### src/rtl/sm_hex_display_capture_pkg.sv
// Shared constants for the scanned 7-segment capture path: bus layout and the
// active-high gfedcba encodings of the sixteen hex glyphs.
package sm_hex_display_capture_pkg;

    localparam int unsigned BUS_W    = 12;
    localparam int unsigned SEG_LSB  = 0;
    localparam int unsigned SEG_W    = 7;
    localparam int unsigned SEL_LSB  = 8;
    localparam int unsigned SEL_W    = 4;
    localparam int unsigned SAMPLE_W = SEL_W + SEG_W;

    localparam logic [6:0] SEG_HEX_0 = 7'h3F;
    localparam logic [6:0] SEG_HEX_1 = 7'h06;
    localparam logic [6:0] SEG_HEX_2 = 7'h5B;
    localparam logic [6:0] SEG_HEX_3 = 7'h4F;
    localparam logic [6:0] SEG_HEX_4 = 7'h66;
    localparam logic [6:0] SEG_HEX_5 = 7'h6D;
    localparam logic [6:0] SEG_HEX_6 = 7'h7D;
    localparam logic [6:0] SEG_HEX_7 = 7'h07;
    localparam logic [6:0] SEG_HEX_8 = 7'h7F;
    localparam logic [6:0] SEG_HEX_9 = 7'h6F;
    localparam logic [6:0] SEG_HEX_A = 7'h77;
    localparam logic [6:0] SEG_HEX_B = 7'h7C;
    localparam logic [6:0] SEG_HEX_C = 7'h39;
    localparam logic [6:0] SEG_HEX_D = 7'h5E;
    localparam logic [6:0] SEG_HEX_E = 7'h79;
    localparam logic [6:0] SEG_HEX_F = 7'h71;

endpackage

### src/rtl/sm_seg7_decode.sv
// Combinational inverse of the hex 7-segment encoder: active-high gfedcba
// pattern to nibble, with hit low for any pattern that is not a hex glyph.
module sm_seg7_decode
    import sm_hex_display_capture_pkg::*;
(
    input  logic [6:0] seg,
    output logic       hit,
    output logic [3:0] nibble
);

    always_comb begin
        hit    = 1'b1;
        nibble = 4'h0;
        case (seg)
            SEG_HEX_0: nibble = 4'h0;
            SEG_HEX_1: nibble = 4'h1;
            SEG_HEX_2: nibble = 4'h2;
            SEG_HEX_3: nibble = 4'h3;
            SEG_HEX_4: nibble = 4'h4;
            SEG_HEX_5: nibble = 4'h5;
            SEG_HEX_6: nibble = 4'h6;
            SEG_HEX_7: nibble = 4'h7;
            SEG_HEX_8: nibble = 4'h8;
            SEG_HEX_9: nibble = 4'h9;
            SEG_HEX_A: nibble = 4'hA;
            SEG_HEX_B: nibble = 4'hB;
            SEG_HEX_C: nibble = 4'hC;
            SEG_HEX_D: nibble = 4'hD;
            SEG_HEX_E: nibble = 4'hE;
            SEG_HEX_F: nibble = 4'hF;
            default:   hit    = 1'b0;
        endcase
    end

endmodule

### src/rtl/sm_hex_display_capture.sv
// Captures a multiplexed 7-segment scan bus back into a hex value: synchroniser,
// dwell filter, per-digit shadow/mask frame assembly and link timeout.
module sm_hex_display_capture
    import sm_hex_display_capture_pkg::*;
#(
    parameter int unsigned DIGITS         = 3,
    parameter int unsigned STABLE_CYCLES  = 8,
    parameter int unsigned TIMEOUT_CYCLES = 65536,
    parameter bit          ACTIVE_LOW     = 1'b1
) (
    input  logic                  clk,
    input  logic                  rst_n,
    input  logic [BUS_W-1:0]      seg_bus_in,
    output logic [4*DIGITS-1:0]   value,
    output logic                  frame_valid,
    output logic                  decode_err,
    output logic                  link_ok
);

    localparam int unsigned CW = $clog2(STABLE_CYCLES + 1);
    localparam int unsigned TW = $clog2(TIMEOUT_CYCLES + 1);
    localparam int unsigned VW = 4 * DIGITS;
    localparam logic [CW-1:0]    STABLE_MAX  = CW'(STABLE_CYCLES);
    localparam logic [TW-1:0]    TIMEOUT_MAX = TW'(TIMEOUT_CYCLES);
    localparam logic [SEL_W-1:0] DIG_MASK    = SEL_W'((1 << DIGITS) - 1);

    logic [BUS_W-1:0]    sync1_q, sync2_q, bus;
    logic [SEL_W-1:0]    sel;
    logic [SEG_W-1:0]    seg;
    logic [SAMPLE_W-1:0] sample, prev_q;
    logic [CW-1:0]       cnt_q, cnt_d;
    logic                armed_q, armed_d;
    logic [TW-1:0]       tcnt_q, tcnt_d;
    logic                seen_q, seen_d;
    logic [DIGITS-1:0]   mask_q, mask_d;
    logic [VW-1:0]       shadow_q, shadow_d, value_q, value_d;
    logic                fv_q, fv_d, err_q, err_d;
    logic                sel_ok, attempt, valid_cap, dec_hit;
    logic [3:0]          dec_nibble;
    logic                unused_dp;

    assign bus       = ACTIVE_LOW ? ~sync2_q : sync2_q;
    assign sel       = bus[SEL_LSB +: SEL_W];
    assign seg       = bus[SEG_LSB +: SEG_W];
    assign unused_dp = bus[7];
    assign sample    = {sel, seg};
    assign sel_ok    = $onehot(sel) && ((sel & ~DIG_MASK) == '0);

    sm_seg7_decode u_decode (
        .seg    (seg),
        .hit    (dec_hit),
        .nibble (dec_nibble)
    );

    always_comb begin
        cnt_d   = cnt_q;
        armed_d = armed_q;
        if (sample != prev_q) begin
            cnt_d   = '0;
            armed_d = 1'b1;
        end else if (cnt_q != STABLE_MAX) begin
            cnt_d = cnt_q + 1'b1;
        end
        // Capture fires in the cycle the dwell count reaches its limit, once per dwell.
        attempt   = armed_q && (cnt_d == STABLE_MAX) && sel_ok;
        valid_cap = attempt && dec_hit;
        if (attempt) armed_d = 1'b0;
        err_d = attempt && !dec_hit;

        tcnt_d = tcnt_q;
        if (valid_cap)                 tcnt_d = '0;
        else if (tcnt_q != TIMEOUT_MAX) tcnt_d = tcnt_q + 1'b1;
        seen_d = seen_q | valid_cap;

        mask_d   = mask_q;
        shadow_d = shadow_q;
        value_d  = value_q;
        fv_d     = 1'b0;
        if (&mask_q) begin
            value_d = shadow_q;
            fv_d    = 1'b1;
            mask_d  = '0;
        end else if (tcnt_d == TIMEOUT_MAX) begin
            mask_d = '0;
        end
        // Applied after completion so a same-cycle capture starts the next frame.
        if (valid_cap) begin
            mask_d = mask_d | sel[DIGITS-1:0];
            for (int i = 0; i < int'(DIGITS); i++) begin
                if (sel[i]) shadow_d[4*i +: 4] = dec_nibble;
            end
        end
    end

    always_ff @(posedge clk) begin
        if (!rst_n) begin
            sync1_q  <= '0;
            sync2_q  <= '0;
            prev_q   <= '0;
            cnt_q    <= '0;
            armed_q  <= 1'b1;
            tcnt_q   <= '0;
            seen_q   <= 1'b0;
            mask_q   <= '0;
            shadow_q <= '0;
            value_q  <= '0;
            fv_q     <= 1'b0;
            err_q    <= 1'b0;
        end else begin
            sync1_q  <= seg_bus_in;
            sync2_q  <= sync1_q;
            prev_q   <= sample;
            cnt_q    <= cnt_d;
            armed_q  <= armed_d;
            tcnt_q   <= tcnt_d;
            seen_q   <= seen_d;
            mask_q   <= mask_d;
            shadow_q <= shadow_d;
            value_q  <= value_d;
            fv_q     <= fv_d;
            err_q    <= err_d;
        end
    end

    assign value       = value_q;
    assign frame_valid = fv_q;
    assign decode_err  = err_q;
    assign link_ok     = seen_q && (tcnt_q != TIMEOUT_MAX);

endmodule
### config.mk
export PLATFORM = sky130hd
export DESIGN_NAME = sm_hex_display_capture
export DESIGN_NICKNAME = d
export VERILOG_FILES = /design/src/rtl/sm_hex_display_capture_pkg.sv /design/src/rtl/sm_seg7_decode.sv /design/src/rtl/sm_hex_display_capture.sv
export SDC_FILE = /design/constraint.sdc
export NUM_CORES = 1
export LEC_CHECK = 0
export ABC_AREA = 0
export CORE_AREA = 4 4 94 96
export DETAILED_ROUTE_END_ITERATION = 8
export DIE_AREA = 0 0 98 100
export HOLD_SLACK_MARGIN = 0.03
export PLACE_DENSITY = 0.68
export SYNTH_ARGS = -nofsm -noshare
export SYNTH_HDL_FRONTEND = slang
export SYNTH_SLANG_ARGS = --single-unit
### constraint.sdc
create_clock -name clk -period 3.93 [get_ports clk]
set_input_delay 0.786 -clock clk [delete_from_list [all_inputs] [get_ports clk]]
set_output_delay 0.786 -clock clk [all_outputs]
set_load 0.01 [all_outputs]
==> impl_metrics.py <==
metrics = {
    "global_route": {
        "antenna_found_initial": 0,
        "met2_usage_pct": 25.9,
        "overflow": 0,
        "grt_use_met1_pct": 19.3,
        "grt_pass1_vias": 2713,
        "grt_max_degree": 42,
        "top_usage_layer": "met2",
        "track_usage_pct": 15.3,
        "grt_util_met3_pct": 4.03,
        "grt_first_pass_wirelength_mm": 12.3,
    },
    "yosys": {
        "netlist_area_um2": 3870,
        "synth_edf_count": 0,
        "yosysSeqAreaShare_pct": 43.9,
        "synth.distinct_cells": 62,
        "ys_ff_latch": 85,
        "yosysWarnings": 0,
        "synthFlopType": "dfxtp_1",
        "syn_nets": 445,
        "async_flop_share_pct": 0,
        "synth.avg_cell_area_um2": 9.13,
        "syn_inst": 424,
    },
    "layout": {
        "seq_area_um2": 1700,
        "drive_gt1_share_pct": 7.85,
        "area_growth_pct": 13.2,
        "final_common_cell": "dfxtp_1",
        "multiInputGateArea_um2": 2000,
        "fin_util_pct": 54.4,
        "nets": 462,
        "antenna_cells": 0,
        "stdcell_area_um2": 4380,
        "fillers": 733,
        "layout_common_cells": "85 x dfxtp_1, 48 x nor2_1, 42 x nand2_1, 27 x clkdlybuf4s50_1, 25 x and2_1",
    },
    "floorplan": {
        "die_h_um": 100,
        "die_w_um": 98,
        "core_area_um2": 8050,
        "num_rows": 33,
        "ioPinCount": 29,
        "floorplan.initialDensity_pct": 48.1,
        "die_area_um2": 9800,
    },
    "clocking": {
        "clk_path_buf_depth": 2,
        "cts_buffers": 9,
        "cts_tree": "yes",
        "post-cts-setup-buffers": 0,
        "cts_sinks": 85,
        "clk_latency_ps": 350,
        "cts.clk_slew.worst_paths_ps": 90,
        "postCtsHoldBufs": 0,
        "cts_resized": 0,
        "h-tree-depth": 3,
        "root_buffer": "clkbuf_8",
    },
    "sta": {
        "period_share_pct": 84.6,
        "clock_skew_ps": 12.6,
        "fin_setup_tns_ps": 0,
        "rsz0062_at_grt": "false",
        "period_needed_ps": 3330,
        "hold_viol_final": 0,
        "setup_violations": 0,
        "slew_viol_final": 0,
        "worst_pin_slew_ps": 683,
        "fin_ws_ps": 604,
        "relSlewSlack_pct": 54.5,
        "max_freq_mhz": 301,
    },
    "detailed_routing": {
        "first_pass_iters": 5,
        "wire_per_inst_um": 13.1,
        "via_count": 2890,
        "drt_wl_total_mm": 7.22,
        "ant_nets": 0,
        "routed_via_density": 5.25,
        "drc": 0,
        "drt-initial-drc-count": 81,
    },
    "job": {
        "maxCapViolCount": 0,
    },
    "placed_design": {
        "place_area_um2": 4180,
        "hpwl_mm": 5.06,
        "io_buffers": 27,
        "dp_slack_ps": 631,
        "gp_congestion": 0.835,
    },
    "setup_path": {
        "required_ps": 4140,
        "crit_path_start_kind": "flip-flop",
        "crit_type": "reg -> reg",
        "end_kind": "flip-flop",
        "crit_arrival_ps": 3530,
        "worst-path-max-fanout": 17,
    },
    "outcome": {
        "status": "finished, final reports clean",
    },
    "power_and_ir_drop": {
        "power.density_nw_per_um2": 375,
        "leakagePower_nw": 1.49,
        "ir_drop_mv": 0.177,
    },
    "worst_hold_path": {
        "worstHoldPathType": "reg -> reg",
    },
}
-- power breakdown --
part	switching (mW)	internal, mW	total, mW	leakage (nW)
Sequential	0.0236	0.881	0.905	0.694
Clock	0.328	0.302	0.631	0.0944
Combinational	0.0544	0.0510	0.105	0.704
-- per-stage QoR --
| stage | hold WS, ps | total power [mW] | cells |
|---|---|---|---|
| after floorplan | 412 | 1.00 | 424 |
| after global placement | 414 | 1.03 | 535 |
| after detailed placement | 419 | 1.03 | 535 |
| after CTS | 438 | 1.66 | 551 |
| after global routing | 454 | 1.72 | 551 |
| final | 436 | 1.64 | 551 |
-- per-layer routing --
metal  vias to the layer above  wire length (um)
met5                         -                 0
met4                         0                90
met3                         8               260
met2                        40              3420
met1                      1353              3450
li1                       1489                 -
-- flip-flops by register name, indices dropped and copies added (netlist names) --
register and flops:
mask_q 3, prev_q 11, cnt_q 4, tcnt_q 17, shadow_q 12, decode_err 1
value 12, seen_q 1, sync2_q 11, frame_valid 1, sync1_q 11, armed_q 1
-- cell families (layout without fill, tap and decap cells) --
family	after synthesis	count (layout)	synth area share, %
fa+ha+maj	7	7	2.46
compound gates	57	57	12.0
xor+xnor	31	31	7.01
mux	14	14	3.68
buf+inv	40	62	4.46
simple gates	190	190	26.5
flops	85	85	43.9
-- synth_stat cells (all sizes together) (3+ instances only) --
cell     count  area [um2]
or4b         3        30.0
nand2       42         158
mux2i       12         120
o21a         3        22.5
nor4        14         115
nand4b       3        32.5
nor2        48         180
o21ai       10        50.0
nand4        6        37.5
nor3        11        55.1
a2111oi      5         119
xor2        10        87.6
nand3b       3        22.5
a211oi       3        27.5
and2        25         156
inv         18        67.6
nand3       10        50.1
o22ai        5        43.8
xnor2       21         184
nand2b       4        25.0
buf         11        63.8
ha           6        75.1
clkbuf      11        41.3
a21oi       19        98.9
dfxtp       85        1700
or3          5        31.3
-- final cells by class --
class | instances | share of cell area, %
multi-input cells | 299 | 45.6
flip-flops and latches | 85 | 38.8
repair buffers | 28 | 6.34
well taps | 105 | 3.00
clock buffers | 9 | 2.83
clock inverters | 7 | 1.86
inverters | 18 | 1.54
-- path summary, 6_finish.rpt --
| check | to | slack [ps] | start | depth (start not counted) |
|---|---|---|---|---|
| min | sync2_q[0] | 440 | sync1_q[0] | 1 |
| min reg2reg | sync2_q[0] | 440 | sync1_q[0] | 1 |
| max reg2reg | tcnt_q[2] | 600 | sync2_q[8] | 10 |
| max | tcnt_q[2] | 600 | sync2_q[8] | 10 |
-- critical path, stage by stage, from the launching register on --
cell,delay (ps)
dfxtp_1,390
fa_1,550
inv_1,40
ha_1,170
ha_1,270
nor4b_1,290
o2111ai_1,150
a21o_1,300
a211oi_2,300
nand2b_1,600
nor2_1,120
Power figures use the tool's default switching activity.
